### config.mk
export PLATFORM = sky130hd
export DESIGN_NAME = fifo_rd_arbiter
export DESIGN_NICKNAME = d
export VERILOG_FILES = /design/src/rtl/fifo_rd_arbiter.sv
export SDC_FILE = /design/constraint.sdc
export NUM_CORES = 1
export LEC_CHECK = 0
export ABC_AREA = 1
export CAP_MARGIN = 15
export CORE_MARGIN = 2
export CORE_UTILIZATION = 45
export DETAILED_ROUTE_END_ITERATION = 8
export DONT_BUFFER_PORTS = 1
export SLEW_MARGIN = 30
export SYNTH_ARGS = -nofsm -noshare
export SYNTH_HDL_FRONTEND = slang
export SYNTH_SLANG_ARGS = --single-unit
### constraint.sdc
create_clock -name clk -period 2.2 [get_ports clk]
set_input_delay 0.22 -clock clk [delete_from_list [all_inputs] [get_ports clk]]
set_output_delay 0.22 -clock clk [all_outputs]
set_load 0.005 [all_outputs]
### src/rtl/fifo_rd_arbiter.sv
// fifo_rd_arbiter: round-robin arbiter for the read side of the async FIFO.
// One consumer is granted at a time for a burst of up to MAX_BURST words.
// The FIFO read enable comes from the granted consumer's readiness and the
// empty flag. Each read word is routed to that consumer with a one-hot strobe.
//
// Optional build macro: FIFO_RD_ARB_WATCHDOG_EN. When it is defined, a grant
// stalled for TIMEOUT cycles is force-released and timeout pulses.
//
// Ports:
//   clk        read-domain clock
//   rst        synchronous active-high reset
//   req        per-consumer request (level)
//   rdy        per-consumer ready; the consumer takes a word the next cycle
//   r_empty    FIFO empty flag
//   r_data     FIFO read data, valid the cycle after r_en
//   r_en       FIFO read enable (combinational)
//   gnt        one-hot grant (registered)
//   out_data   r_data pass-through
//   out_valid  one-hot word strobe (registered)
//   timeout    one-cycle pulse on watchdog release, else constant 0
module fifo_rd_arbiter #(
  parameter int unsigned NUM_REQ    = 4,
  parameter int unsigned DATA_WIDTH = 8,
  parameter int unsigned MAX_BURST  = 4,
  parameter int unsigned TIMEOUT    = 16
) (
  input  logic                  clk,
  input  logic                  rst,
  input  logic [NUM_REQ-1:0]    req,
  input  logic [NUM_REQ-1:0]    rdy,
  input  logic                  r_empty,
  input  logic [DATA_WIDTH-1:0] r_data,
  output logic                  r_en,
  output logic [NUM_REQ-1:0]    gnt,
  output logic [DATA_WIDTH-1:0] out_data,
  output logic [NUM_REQ-1:0]    out_valid,
  output logic                  timeout
);

  localparam int unsigned PtrW = $clog2(NUM_REQ);
  localparam int unsigned CntW = $clog2(MAX_BURST + 1);
  localparam logic [CntW-1:0]    CntMax  = CntW'(MAX_BURST);
  localparam logic [CntW-1:0]    CntLast = CntW'(MAX_BURST - 1);
  localparam logic [PtrW-1:0]    PtrLast = PtrW'(NUM_REQ - 1);
  localparam logic [NUM_REQ-1:0] GntOne  = NUM_REQ'(1);

  if (NUM_REQ < 2 || NUM_REQ > 8 || MAX_BURST < 1 || TIMEOUT < 1) begin : g_param_check
    $error("fifo_rd_arbiter: illegal parameter value");
  end

  typedef enum logic [1:0] {StIdle, StBurst, StRelease} state_e;

  state_e                 state;
  logic [PtrW-1:0]        ptr;
  logic [CntW-1:0]        cnt;
  logic [PtrW-1:0]        ptr_nxt;
  logic [PtrW-1:0]        pick;
  logic [2*NUM_REQ-1:0]   req_dbl;
  logic [2*NUM_REQ-1:0]   req_rot;
  logic                   req_g;
  logic                   rdy_g;

  // Round-robin search starts at ptr+1. Rotate a doubled copy of req so that
  // bit 0 is the highest-priority candidate.
  assign ptr_nxt = (ptr == PtrLast) ? '0 : ptr + 1'b1;
  assign req_dbl = {req, req};
  assign req_rot = req_dbl >> ptr_nxt;

  always_comb begin
    pick = ptr_nxt;
    // Scan downwards so that the lowest rotated position wins.
    for (int j = NUM_REQ - 1; j >= 0; j--) begin
      if (req_rot[j]) pick = PtrW'((int'(ptr_nxt) + j) % NUM_REQ);
    end
  end

  // gnt is one-hot in BURST/RELEASE, so these select the granted consumer.
  assign req_g = |(req & gnt);
  assign rdy_g = |(rdy & gnt);

  assign r_en     = (state == StBurst) && req_g && rdy_g && !r_empty && (cnt < CntMax);
  assign out_data = r_data;

`ifdef FIFO_RD_ARB_WATCHDOG_EN
  localparam int unsigned StallW = $clog2(TIMEOUT + 1);
  localparam logic [StallW-1:0] StallLast = StallW'(TIMEOUT - 1);

  logic [StallW-1:0] stall_cnt;
  logic              timeout_q;
  logic              stall;

  assign stall   = (state == StBurst) && req_g && !rdy_g && !r_empty;
  assign timeout = timeout_q;
`else
  assign timeout = 1'b0;
`endif

  always_ff @(posedge clk) begin
    if (rst) begin
      state     <= StIdle;
      ptr       <= PtrLast;
      cnt       <= '0;
      gnt       <= '0;
      out_valid <= '0;
`ifdef FIFO_RD_ARB_WATCHDOG_EN
      stall_cnt <= '0;
      timeout_q <= 1'b0;
`endif
    end else begin
      out_valid <= gnt & {NUM_REQ{r_en}};
`ifdef FIFO_RD_ARB_WATCHDOG_EN
      timeout_q <= 1'b0;
`endif
      unique case (state)
        StIdle: begin
`ifdef FIFO_RD_ARB_WATCHDOG_EN
          stall_cnt <= '0;
`endif
          if (|req && !r_empty) begin
            gnt   <= GntOne << pick;
            ptr   <= pick;
            cnt   <= '0;
            state <= StBurst;
          end
        end
        StBurst: begin
          if (r_en) cnt <= cnt + 1'b1;
          if ((r_en && cnt == CntLast) || !req_g || r_empty) begin
            state <= StRelease;
          end
`ifdef FIFO_RD_ARB_WATCHDOG_EN
          else if (stall && stall_cnt == StallLast) begin
            state     <= StRelease;
            timeout_q <= 1'b1;
          end
          if (r_en) begin
            stall_cnt <= '0;
          end else if (stall) begin
            stall_cnt <= stall_cnt + 1'b1;
          end
`endif
        end
        StRelease: begin
          // gnt was held one extra cycle so the last in-flight word is routed.
          gnt   <= '0;
          state <= StIdle;
        end
        default: begin
          gnt   <= '0;
          state <= StIdle;
        end
      endcase
    end
  end

endmodule

# Yosys cells after proc, flatten, opt, wreduce, memory -nomap -nowiden
# Index checks and enable logic that the tools add are counted.
# word_totals
regBits,15
latch_bits,0
ramBits,0
romBits,0
input_bits,19
out_inout_bits,18
wordCells,55
n_memories,0
# classes
n_addsub,5
n_mul,0
div,0
n_lt_le_gt_ge,1
eq_ne,6
shifts,2
n_mux,13
n_bitwise,4
n_reduce_logical,19
# op_table
operator,n
two-way mux 2 bit,7
AND 4 bit,3
OR reduction 4 bit,3
one-hot mux 4 bit (2 select lines),1
right shift 8 x 2 -> 4 bit,1
logical AND 1 bit,6
two-way mux 3 bit,2
one-hot mux 3 bit (2 select lines),1
AND reduction 2 bit,3
adder 2 x 1 -> 2 bit (second input constant),2
adder 2 bit (second input constant),2
two-way mux 4 bit,1
inequality test 2 bit (second input constant),2
one-hot mux 2 bit (2 select lines),1
left shift 1 x 2 -> 4 bit (first input constant),1
adder 3 x 1 -> 3 bit (second input constant),1
equality test 3 x 2 -> 1 bit (second input constant),1
less-than comparator 3 bit (second input constant),1
AND reduction 3 bit,1
equality test 2 x 1 -> 1 bit (second input constant),1
equality test 2 bit (second input constant),1
zero test 1 bit,2
zero test 2 bit,1
logical OR 1 bit,2
3 further kinds,3

# Logic depth before layout (Yosys ltp)
# logic_depth
ltp_word,11
ltp_mapped,14
mapped_depth_nobuf,14

# Worst setup path before layout
# OpenSTA, ideal clock, no wires.
# synth_path
kind,register -> register
from,register ptr[0]
to,register gnt[3]
setup_ns,0.113
arrival_time_ns,1.470
required_time_ns,2.087
setup_slack_ns,0.617
path_stages_with_launch,13
path_buffers,0
period_less_slack_ns,1.583
path_cell_list,dfxtp_1 -> ha_1 -> inv_1 -> nand2_4 -> nand2_1 -> nand3_1 -> nand2_1 -> o21bai_2 -> nand2_1 -> nand2_1 -> nand2_2 -> nand3_1 -> nand2_1
# synth_via
elab_chain_len,10
word_cells_on_any_way,14
# synth_rtl
element,line_no,rtl
from (decl),54,logic [PtrW-1:0] ptr;
from (signal assigned),101,ptr <= PtrLast;
from (signal assigned),121,ptr <= pick;
adder 2 x 1 -> 2 bit / equality test 2 bit (equally long branches),65,assign ptr_nxt = (ptr == PtrLast) ? '0 : ptr + 1'b1;
two-way mux 2 bit *,65,
adder 2 bit / right shift 8 x 2 -> 4 bit (equally long branches),"73, 67",
two-way mux 2 bit (3 in series),73,if (req_rot[j]) pick = PtrW'((int'(ptr_nxt) + j) % NUM_REQ);
two-way mux 2 bit *,73,
left shift 1 x 2 -> 4 bit *,120,gnt <= GntOne << pick;
two-way mux 4 bit *,119,if (|req && !r_empty) begin
one-hot mux 4 bit (2 select lines) *,114,unique case (state)
to (signal assigned),120,
to (decl),34,"output logic [NUM_REQ-1:0] gnt,"
# Mark *: on every way between the ends. The rest lies on a longest branch, timed or not. The select of a mux whose other input is x is not followed.
# A chain may end at the register's enable or synchronous reset.

# Final worst setup path
# Ends and elaborated chain as after synthesis.

==> flow_summary_export.csv <==
group,metric,value,unit
pwr,worst_ir_drop_vdd,0.3767,mV
worst_setup_path,cp_data_required_time,2.38,ns
route,detailed_route_iter0_violations,26,
layout,sequential_cell_area,300.3,sq um
clock_tree,clk_path_buf_depth,2,
worst_setup_path,cpPeakStageDelay,0.43,ns
global_route,antenna_violations_before_repair,0,
worst_setup_path,critical_path.endpoint_type,"flip-flop",
worst_setup_path,worstPathMaxFanout,8,
worst_setup_path,crit_path_top_delay_cell,"dfxtp_1",
yosys,postSynthCellCount,150,
yosys,post_synth_mux_area_share,0,
floorplanning,design.core.area,2002,sq um
placement,place.port_buffers,0,
yosys,ys.flop_type,"dfxtp_1",
floorplanning,io_pins,37,
clock_tree,cts_root_buf,"clkbuf_4",
yosys,synth_edf_count,0,
timing,drv_slew,0,
global_route,grt_remaining_overflow,0,
pwr,leakage_power,0.4885,nW
timing,fin_worst_hold_slack,0.04029,ns
yosys,ys.warnings.count,0,
placement,post-dp-hpwl,1703,um
yosys,synth.area.top_cells,"dfxtp_1 31%, nand2_1 17%, nand3_1 8.8%",
route,wirelength,2152,um
worst_setup_path,cp.buffers_inverters,1,
yosys,ys_ff_latch,15,
timing,timing.clock.skew,0.004263,ns
worst_setup_path,path_class,"reg2reg",
yosys,area_of_the_mapped_netlist,965.9,sq um
route,vias,893,
yosys,synth_compound_gate_area_share,0.1049,
route,post_drt_wl_per_cell,12.44,um
global_route,grt_start_max_net_pins,9,
clock_tree,cts.htree.levels,1,
run_status,run_status,"completed",
layout,antenna-diode-count,0,
clock_tree,post-cts-setup-buffer-count,0,
layout,filler_cell_count,201,
min_path,timing.hold.worst.class,"in2reg",
timing,max_clock_freq,568.5,MHz
yosys,post_synth_xor_area_fraction,0,
route,drt.antenna.violating_nets,0,
placement,gpl.final_weighted_congestion,0.9618,
floorplanning,chipWidth,50.33,um
timing,hold_violations,0,
yosys,postSynthAreaPerCell,6.440,sq um
layout,fin_util,0.4869,
worst_setup_path,critical_path.startpoint_type,"flip-flop",
layout,post-route-cell-area,974.7,sq um
global_route,grt_usage,0.1901,
yosys,basic_gate_share_of_the_synthesized_area_counting_and_or_nand_and_nor_cells,0.3782,
yosys,synth-async-reset-ratio,0,
yosys,yosys.area.top_type_share,0.3109,
clock_tree,clock_sinks,15,
clock_tree,worst_setup_hold_path_clk_slew,0.08,ns
worst_setup_path,path_delay_family,"simple AND/OR/NAND/NOR gates",
route,drt_pass1_iterations,4,
floorplanning,initial_core_util,0.4825,
layout,flow.area_growth_from_synthesis,0.9068,%
route,vias_per_cell,5.162,
layout,fin_nets,169,
global_route,first_global_vias,864,
worst_setup_path,crit_path_frequent_cell,"nand2_1",
layout,multi_input_comb_area,508.0,sq um
placement,placed_area,928.4,sq um
global_route,global_route_wire_length_before_repair,3684,um
clock_tree,cts_inserted_buffers,3,
pwr,power-per-cell-area,770.0,nW/um^2
clock_tree,clock_latency_at_the_later_pin_of_the_worst_skew_pair,0.28,ns
floorplanning,floorplan.rows,16,
route,post-route-drc-count,0,
worst_setup_path,timing.critical_path.cells,"ha_1 > inv_1 > nand2_4 > nand2_1 > nand3_1 > nand2_1 > o21bai_2 > nand2_1 > nand2_1 > nand2_2 > nand3_1 > nand2_1",
timing,setup_violations,0,
layout,final_layout_size_suffix_gt1_frac,0.08904,
yosys,syn_nets,172,
timing,grt_setup_unrepaired,"false",
yosys,synth_top_family_by_area,"simple AND/OR/NAND/NOR gates",
yosys,register_area_share_after_synthesis,0.3109,
floorplanning,die-height,50.33,um
yosys,post-synth-top-area-cell,"dfxtp_1",
worst_setup_path,arrival_time_reported_for_the_critical_path_endpoint,1.94,ns
yosys,synth_top_cells_by_count,"44 x nand2_1, 22 x inv_1, 17 x nand3_1",
yosys,post-synth-top-count-cell,"nand2_1",
timing,timing.setup.tns,0,ns
job,max_cap_violations,0,
yosys,synth_cell_types,25,
timing,finalCriticalPeriod,1.759,ns
yosys,yosys.area_share.adder,0.03886,
clock_tree,cts_tree,"done",
timing,fin_crit_sh,0.7995,
floorplanning,die_area,2533,sq um
## path summary, 6_finish.rpt
check / from / end / slack (ns) / depth (start not counted)
setup / recovery: ptr[0]$_SDFFE_PP1P_ / gnt[3]$_SDFFE_PP0P_ / 0.44 / 12
setup reg to reg: ptr[0]$_SDFFE_PP1P_ / gnt[3]$_SDFFE_PP0P_ / 0.44 / 12
hold reg to reg: ptr[1]$_SDFFE_PP1P_ / ptr[1]$_SDFFE_PP1P_ / 0.49 / 2
hold / removal: rst / ptr[1]$_SDFFE_PP1P_ / 0.04 / 2
## per-layer routing
metal	GRT usage	routed length (um)	up-vias
met5	0	0	-
met4	0.04955	21	0
met3	0.07738	199	10
met2	0.3114	976	34
met1	0.2302	953	386
li1	-	-	463
## layout by cell type, fill, tap and decap left out
master         instances
clkbuf_1               1
o21ai_2                2
dfxtp_1               15
nand2_4                1
inv_2                  1
nand3_1               17
a21oi_1                6
nand4_1                2
conb_1                 1
clkbuf_4               3
nand3_2                1
nor3_1                 4
o21ai_1                1
a31o_2                 1
o21ai_0                2
nand2_1               44
ha_1                   3
nor2_1                10
o22ai_1                2
inv_1                 22
nand2_2                1
a31oi_1                1
nor2_2                 1
nor2_4                 1
dlygate4sd3_1          2
o21bai_2               1
## cell families after synthesis
group                    Yosys count
buffers and inverters             33
AO/OA/AOI/OAI                     16
AND/OR/NAND/NOR                   82
other                              1
flip-flops                        15
adder cells (fa/ha/maj)            3
## report_power, final
group / total, mW / internal, mW / switching [mW]
clock: 0.151 / 0.0704 / 0.0811
combinational: 0.280 / 0.0982 / 0.182
sequential: 0.319 / 0.294 / 0.0246
total: 0.751 / 0.463 / 0.287
## area by class of cell
type / count / area share
Sequential cell: 15 / 0.3081
Multi-Input combinational cell: 102 / 0.5212
Inverter: 23 / 0.08858
Clock buffer: 4 / 0.02696
Tap cell: 27 / 0.03466
Timing Repair Buffer: 2 / 0.02054
## through the flow
step           power (mW)  cells  worst slack [ns]
2_1_floorplan      0.5634    150            0.6171
3_3_place_gp       0.5921    167            0.4755
3_5_place_dp       0.5971    167            0.4549
4_1_cts            0.7570    172            0.4399
5_1_grt            0.8155    173            0.2778
6_report           0.7505    173            0.4410
## sequential cells by signal, summed over array words and instances (netlist names)
name	flops
gnt	4
state	2
cnt	3
ptr	2
out_valid	4
## what timing repair did
action / CTS / global route
hold endpoints to repair: 7 / 1
hold buffers: 1 / 1
resized for setup: 0 / 0
Power figures use the tool's default switching activity.
